`src/rtl/dcm_phase_stepper_pkg.sv`:
```
// Shared x353 DCM constants: phase-stepper state encoding and parameter defaults.
package dcm_phase_stepper_pkg;

    localparam int DCM_PS_WIDTH   = 8;
    localparam int DCM_PS_TIMEOUT = 63;

    typedef enum logic [1:0] {
        IDLE  = 2'd0,
        PULSE = 2'd1,
        WAIT  = 2'd2,
        GAP   = 2'd3
    } ps_state_t;

endpackage

```
`src/rtl/dcm_phase_stepper.sv`:
```
// Walks a DCM fine phase shift one PSEN step at a time toward a written signed target,
// tracking completed steps and flagging steps whose PSDONE never arrives.
module dcm_phase_stepper
    import dcm_phase_stepper_pkg::*;
#(
    parameter int WIDTH   = DCM_PS_WIDTH,
    parameter int TIMEOUT = DCM_PS_TIMEOUT
) (
    input  logic                    dcm_clk,
    input  logic                    dcm_rst,
    input  logic                    wen,
    input  logic signed [WIDTH-1:0] wdata,
    input  logic                    locked,
    input  logic                    ps_done,
    output logic                    ps_en,
    output logic                    ps_incdec,
    output logic signed [WIDTH-1:0] cur_phase,
    output logic                    busy,
    output logic                    err
);

    localparam int               CNT_W    = $clog2(TIMEOUT + 1);
    localparam logic [CNT_W-1:0] CNT_LAST = CNT_W'(TIMEOUT - 1);

    ps_state_t               state, state_d;
    logic signed [WIDTH-1:0] target, target_d;
    logic signed [WIDTH-1:0] cur_d;
    logic [CNT_W-1:0]        cnt, cnt_d;
    logic                    incdec_d;
    logic                    err_d;
    logic                    busy_d;
    logic                    en_d;

    always_ff @(posedge dcm_clk or posedge dcm_rst) begin
        if (dcm_rst) begin
            state     <= IDLE;
            target    <= '0;
            cur_phase <= '0;
            cnt       <= '0;
            ps_en     <= 1'b0;
            ps_incdec <= 1'b0;
            err       <= 1'b0;
            busy      <= 1'b0;
        end else begin
            state     <= state_d;
            target    <= target_d;
            cur_phase <= cur_d;
            cnt       <= cnt_d;
            ps_en     <= en_d;
            ps_incdec <= incdec_d;
            err       <= err_d;
            busy      <= busy_d;
        end
    end

    // PSEN is the registered image of PULSE, so the strobe lands one cycle after the decision.
    always_comb begin
        state_d  = state;
        target_d = wen ? wdata : target;
        cur_d    = cur_phase;
        cnt_d    = cnt;
        incdec_d = ps_incdec;
        err_d    = err;
        en_d     = (state == PULSE);

        case (state)
            IDLE: begin
                if (locked && !err && (target != cur_phase)) begin
                    state_d  = PULSE;
                    incdec_d = (target > cur_phase);
                end
            end
            PULSE: begin
                state_d = WAIT;
                cnt_d   = '0;
            end
            WAIT: begin
                if (ps_done) begin
                    cur_d   = ps_incdec ? cur_phase + WIDTH'(1) : cur_phase - WIDTH'(1);
                    state_d = GAP;
                end else if (cnt == CNT_LAST) begin
                    err_d   = 1'b1;
                    state_d = IDLE;
                end else begin
                    cnt_d = cnt + CNT_W'(1);
                end
            end
            GAP: begin
                state_d = IDLE;
            end
            default: begin
                state_d = IDLE;
            end
        endcase

        if (wen) begin
            err_d = 1'b0;
        end

        busy_d = (state_d != IDLE) || (target_d != cur_d);
    end

endmodule

```
`config.mk`:
```
export PLATFORM = sky130hd
export DESIGN_NAME = dcm_phase_stepper
export DESIGN_NICKNAME = d
export VERILOG_FILES = /design/src/rtl/dcm_phase_stepper_pkg.sv /design/src/rtl/dcm_phase_stepper.sv
export SDC_FILE = /design/constraint.sdc
export NUM_CORES = 1
export LEC_CHECK = 0
export CORE_MARGIN = 4
export CORE_UTILIZATION = 30
export CTS_BUF_LIST = sky130_fd_sc_hd__clkbuf_2 sky130_fd_sc_hd__clkbuf_4 sky130_fd_sc_hd__clkbuf_8
export DETAILED_ROUTE_END_ITERATION = 6
export GPL_TIMING_DRIVEN = 0
export SYNTH_ARGS = -nofsm -noshare
export SYNTH_HDL_FRONTEND = slang
export SYNTH_SLANG_ARGS = --single-unit
```
`constraint.sdc`:
```
create_clock -name dcm_clk -period 1.9 [get_ports dcm_clk]
set_input_delay 0.38 -clock dcm_clk [delete_from_list [all_inputs] [get_ports dcm_clk]]
set_output_delay 0.38 -clock dcm_clk [all_outputs]
set_load 0.01 [all_outputs]
```
After elaboration in Yosys (flattened, before gate mapping)
Index checks and enable logic that the tools add are counted.
Storage, ports and cells
  register bits: 28
  bits of input ports: 13
  output and inout port bits: 12
Cells by class
  $add $sub $neg: 3
  $lt $le $gt $ge: 1
  eq/ne operators: 9
  muxes and demuxes: 15
  reductions and logical operators: 12
Operators with widths (number)
  $mux W8: 4
  $ne A8 B8 Y1: 2
  $mux W6: 2
  $pmux W6 S2: 1
  $add A8 B2 Y8 const B: 1
  $gt A8 B8 Y1: 1
  $pmux W2 S4: 1
  $reduce_bool A2 Y1: 4
  $sub A8 B2 Y8 const B: 1
  $add A6 B1 Y6 const B: 1
  $eq A6 B6 Y1 const B: 1
  $mux W2: 3
  $ne A2 B2 Y1 const B: 3
  $reduce_and A3 Y1: 2
  $eq A2 B2 Y1 const B: 2
  $mux W1: 4
  $eq A2 B1 Y1 const B: 1
  $logic_and A1 B1 Y1: 2
  $logic_not A2 Y1: 1
  $reduce_and A2 Y1: 1
  $logic_not A1 Y1: 1
  $logic_or A1 B1 Y1: 1

Longest topological paths before layout
  depth after elaboration: 7
  mapped depth: 9
  gate-level depth less buffers: 8

Worst setup path before layout
No wires, ideal clock.
  path kind: reg-to-reg
  from: register ps_incdec
  to: register busy
  setup time: 127 ps
  data arrival time: 2046 ps
  data required time: 1773 ps
  setup slack: -273 ps
  cell stages (with the launch flop): 9
  buffers on the path: 0
  cells stage by stage: dfrtp_1 inv_1 ha_1 nor2b_1 o31a_1 o211a_1 a211o_1 xnor2_1 nand3_1
On the way
  longest elaborated chain between the ends: 5
Ends and longest elaborated chain
  from (decl): RTL line dcm_phase_stepper.sv:16  | output logic ps_incdec,
  from (signal assigned): RTL line dcm_phase_stepper.sv:50  | ps_incdec <= incdec_d;
  $mux W8: RTL line dcm_phase_stepper.sv:79  | cur_d = ps_incdec ? cur_phase + WIDTH'(1) : cur_phase - WIDTH'(1);
  $mux W8: RTL line dcm_phase_stepper.sv:78  | if (ps_done) begin
  $mux W8: RTL line dcm_phase_stepper.sv:66  | case (state)
  net cur_d[6]: RTL line dcm_phase_stepper.sv:27  | logic signed [WIDTH-1:0] cur_d;
  $ne A8 B8 Y1: RTL line dcm_phase_stepper.sv:100  | busy_d = (state_d != IDLE) || (target_d != cur_d);
  $logic_or A1 B1 Y1: RTL line dcm_phase_stepper.sv:100
  net busy_d: RTL line dcm_phase_stepper.sv:31  | logic busy_d;
  to (signal assigned): RTL line dcm_phase_stepper.sv:52  | busy <= busy_d;
  to (decl): RTL line dcm_phase_stepper.sv:18  | output logic busy,
The timed path passes the listed nets, and every way through them passes these cells.
A chain may end at the register's enable or synchronous reset.

Worst setup path after layout
Same ends and word-level chain as after synthesis.

==> run summary <==
The run finished, with violations left. The final reports fail on negative setup slack. The multi-input combinational cells in the finished layout cover a total of 0.001071 mm^2. In this run the horizontal extent of the chip is 86.12 um. After Yosys synthesis, XOR and XNOR cells account for 6.494% of the synthesized area. The count of buffering cells on the critical path with inverters included was 1; the worst setup margin was -0.1584 ns.

The standard-cell row count was 28. After Yosys synthesis, full adders, half adders and majority gates account for 12.03% of the synthesized area. The mean instance size in the synthesized netlist is 9.685 um^2. The final layout contains 254 nets.

TritonCTS built the clock tree. The relative area change from synthesis to final layout came out at 27.41%. After synthesis, the cell types taking the most area are sky130_fd_sc_hd__dfrtp_1 (38%), sky130_fd_sc_hd__ha_1 (11%), sky130_fd_sc_hd__mux2_2 (4.3%). In this run the tool buffered the top-level ports with 23 buffer cells. The critical path in this run is classified as reg -> reg. The final number of hold-violating endpoints was 0; the number of synthesized register bits was 28.

The routed layout has 1,461 vias. The initial antenna violation count was 0. Synthesis produced a netlist whose cell count is 189. The run gives 6.872 mm as the wire length of the first global-routing pass. The remaining antenna violation count was 0. Clock-pin transition on the worst setup and hold timing paths: 0.10 ns. On the critical path the largest part of the delay comes from compound AO/OA/AOI/OAI gates. At the pin with the least slew margin, the transition time is 1.066 ns.

The run gives 298 as the final standard cell count with taps included and fillers excluded. Leaving out fill and tap cells, the most frequent cell in the layout is sky130_fd_sc_hd__dfrtp_1. The slowest library cell on the worst path was sky130_fd_sc_hd__dfrtp_2. For this design the total switching power over the nets is 0.001227 W. The worst setup path is launched from a flip-flop.

The top cell types in the final layout, fill and taps aside, are sky130_fd_sc_hd__dfrtp_1 (25), sky130_fd_sc_hd__clkdlybuf4s50_1 (23), sky130_fd_sc_hd__nand2_1 (17). After synthesis the cells add up to 0.001831 mm^2. In this run the most critical hold path is launched from wen. Of the synthesized area, sequential elements account for 38.28%.

The tree is rooted in a sky130_fd_sc_hd__clkbuf_8. For the final-report max-slew violation count, the log shows 0. The power density relative to cell area is 1355 mW/mm^2.

Across every metal layer, demand over resource in global routing totals 11.58%. During synthesis, Yosys emitted a total of 0 warnings. Across the whole layout, storage elements account for 704.4 um^2.

Of all nets on the critical path, the largest fanout is 7. Dominant register cell in the synthesized netlist: sky130_fd_sc_hd__dfrtp_1. For the number of global-route vias before repair, the log shows 1,442. The tools report the sequential share of power as 28.6%. The multiplexer share of the synthesized area was 4.853%; the number of buffers inserted for hold repair after clock tree synthesis was 0. In this run, the clock network consumes 14.9% of the power.

The startpoint identified for the worst register-to-register timing path is ps_incdec$_DFFE_PP0P_. After detailed routing, the number of remaining DRC violations is 0. The logs give 2.22 ns for the signal arrival time at the worst endpoint and 56.4% for the share of power burned in combinational logic. Walking the worst path, the cells encountered are inv_6 > ha_4 > nor2b_1 > o31a_1 > o211a_1 > a211o_1 > xnor2_1 > nand3_1. The class of the tightest hold or removal check was in -> reg.

The run gives 25 as the boundary pin count. The synthesized netlist devotes 16.61% of its cell area to compound gates. The initial utilization of the core area, before any placement, comes to 30.92%. Based on the critical path, the design can be clocked at up to 485.8 MHz. The tools report the setup-violating endpoint count in the final report as 1. At the end of the flow the core is filled with cells to 39.39%.

The worst-case IR drop observed on VDD is 0.0004507 V. The worst setup path is captured at a flip-flop. Placeable core region: 0.005921 mm^2.

In the routed layout, each cell is associated on average with a via count of 4.903. After Yosys synthesis, and, or, nand and nor cells account for 16.27% of the synthesized area. At the end of routability-driven placement, the weighted congestion stood at 0.8228. The logs give 287 for the cell count after placement and 1 for the maximum level of the CTS H-tree.

sky130_fd_sc_hd__dfrtp_1 takes more of the synthesized area than any other cell. The logs give 0.007416 mm^2 for the die area and 0.001933 W for the internal power component. For the number of violations of the max-capacitance limit, the log shows 0. The main combinational cell family by area after synthesis is compound AO/OA/AOI/OAI gates. The fraction of power spent switching nets is 38.84%. The number of buffers between clock root and the deepest sink came out at 2. For this design the static power due to leakage is 1.069 nW. Counting flops with an async set or reset pin after synthesis yields a share of 100.0%. The netlist uses 47 different library cells. The total chip power was 0.003160 W; the endpoint required time on the critical path was 2.06 ns.

Entering global routing, the biggest net connects 29 pins. The top cell type by area accounts for 38.28% of the synthesized area. In this run the tightest slew margin relative to its limit is 28.84%. The clock arrives with 0.008019 ns of skew. For the count of filler cells inserted in the layout, the log shows 586. Setup repair after global routing could not meet its margin everywhere. Source of the critical timing path: ps_incdec$_DFFE_PP0P_. The floorplan step set the die height to 86.12 um. After detailed routing, the average wire length per cell comes to 13.49 um. The post-route netlist has 17.94% of its cells at a drive strength greater than 1. The tree built by TritonCTS fans out to 28 sinks. The number of antenna diodes in the final layout is 0. The delay of the slowest cell on the worst path works out to 0.48 ns. For the net count of the mapped netlist, the log shows 219. The worst path uses 108.3% of the clock period. The detailed-route wire length is 4.020 mm, and the iteration-0 DRC count of the detailed router is 51. The worst path in the final design needs a cycle of 2.058 ns, including I/O delays and setup. For the worst-skew pair, the clock arrives at the later sink with an insertion delay of 0.28 ns.

The total overflow left after global routing is 0. The number of buffers created by CTS was 3. The number of flops mapped to enable cells by yosys was 0; the total half-perimeter wirelength after legalization and detailed placement was 3.004 mm. The first detailed-routing pass ran for 4 iterations.
[power groups by stage]
stage	clock network (W)	logic, W	registers (W)
after floorplan	0	0.00110	0.000949
after global placement	0	0.00159	0.000950
after detailed placement	0	0.00160	0.000948
after CTS	0.000487	0.00174	0.000906
after global routing	0.000506	0.00200	0.000931
final	0.000472	0.00178	0.000905
[registers in the layout, summed over array words and instances, names as in the netlist]
signal	flops
ps_incdec	1
cur_phase	8
err	1
target	8
state	2
busy	1
ps_en	1
cnt	6
[synthesized netlist by cell type (4+ instances only)]
master,number
sky130_fd_sc_hd__ha_1,16
sky130_fd_sc_hd__xnor2_1,7
sky130_fd_sc_hd__nand2_1,17
sky130_fd_sc_hd__o21ai_0,13
sky130_fd_sc_hd__nand4_1,4
sky130_fd_sc_hd__nand3_1,5
sky130_fd_sc_hd__xor2_1,4
sky130_fd_sc_hd__dfrtp_1,28
sky130_fd_sc_hd__mux2_2,7
sky130_fd_sc_hd__inv_1,17
sky130_fd_sc_hd__nor2_1,10
sky130_fd_sc_hd__a21oi_1,10
[layer usage]
layer / part of all wire (%) / global-route usage [%] / up-vias
met4: 1.3 / 4.029 / 0
met5: 0 / 0 / -
met3: 3.4 / 1.729 / 6
met2: 50 / 20.39 / 28
li1: - / - / 739
met1: 45 / 14.28 / 688
[stage by stage]
stage / setup WS [ns] / hold WS (ns) / instance area [um^2] / TNS, ns
6_report: -0.1584 / 0.3633 / 2332 / -0.1584
5_1_grt: -0.2522 / 0.3596 / 2332 / -0.3743
4_1_cts: -0.1869 / 0.3653 / 2307 / -0.1869
3_5_place_dp: -0.3095 / 0.5240 / 2182 / -0.5763
3_3_place_gp: -0.3384 / 0.5164 / 2182 / -0.6380
2_1_floorplan: -0.02589 / 0.4453 / 1858 / -0.02589
[worst paths after layout]
path                       slack [ns]                    end  cells after the start
max                             -0.16         busy$_DFF_PP0_                      8
min                              0.36        err$_DFFE_PP0P_                      2
max reg2reg                     -0.16         busy$_DFF_PP0_                      8
min reg2reg                      0.54        err$_DFFE_PP0P_                      2
max in group asynchronous        0.52  ps_incdec$_DFFE_PP0P_                      2
min in group asynchronous        0.66        err$_DFFE_PP0P_                      2
[area by class of cell]
cell class,instances,share of cell area [%]
repair buffers,31,12.45
flip-flops and latches,28,30.20
well taps,75,4.024
inverters,17,2.951
multi-input cells,138,45.92
clock inverters,1,1.288
plain buffers,5,1.395
clock buffers,3,1.770
[what timing repair did]
item                                    4_1_cts  5_1_grt
endpoints found under the setup margin        2        8
setup buffers                                 7        1
resized for setup                             2        8
cloned                                        0        0
[logic make-up (layout without fill, tap and decap cells)]
| kind of cell | count (synthesis) | after routing |
|---|---|---|
| AND/OR/NAND/NOR | 55 | 55 |
| flip-flops | 28 | 28 |
| adder cells (fa/ha/maj) | 17 | 17 |
| multiplexers | 8 | 8 |
| XOR/XNOR | 12 | 12 |
| AO/OA/AOI/OAI | 46 | 46 |
| buffers and inverters | 23 | 57 |
(Power assumes the default switching activity.)
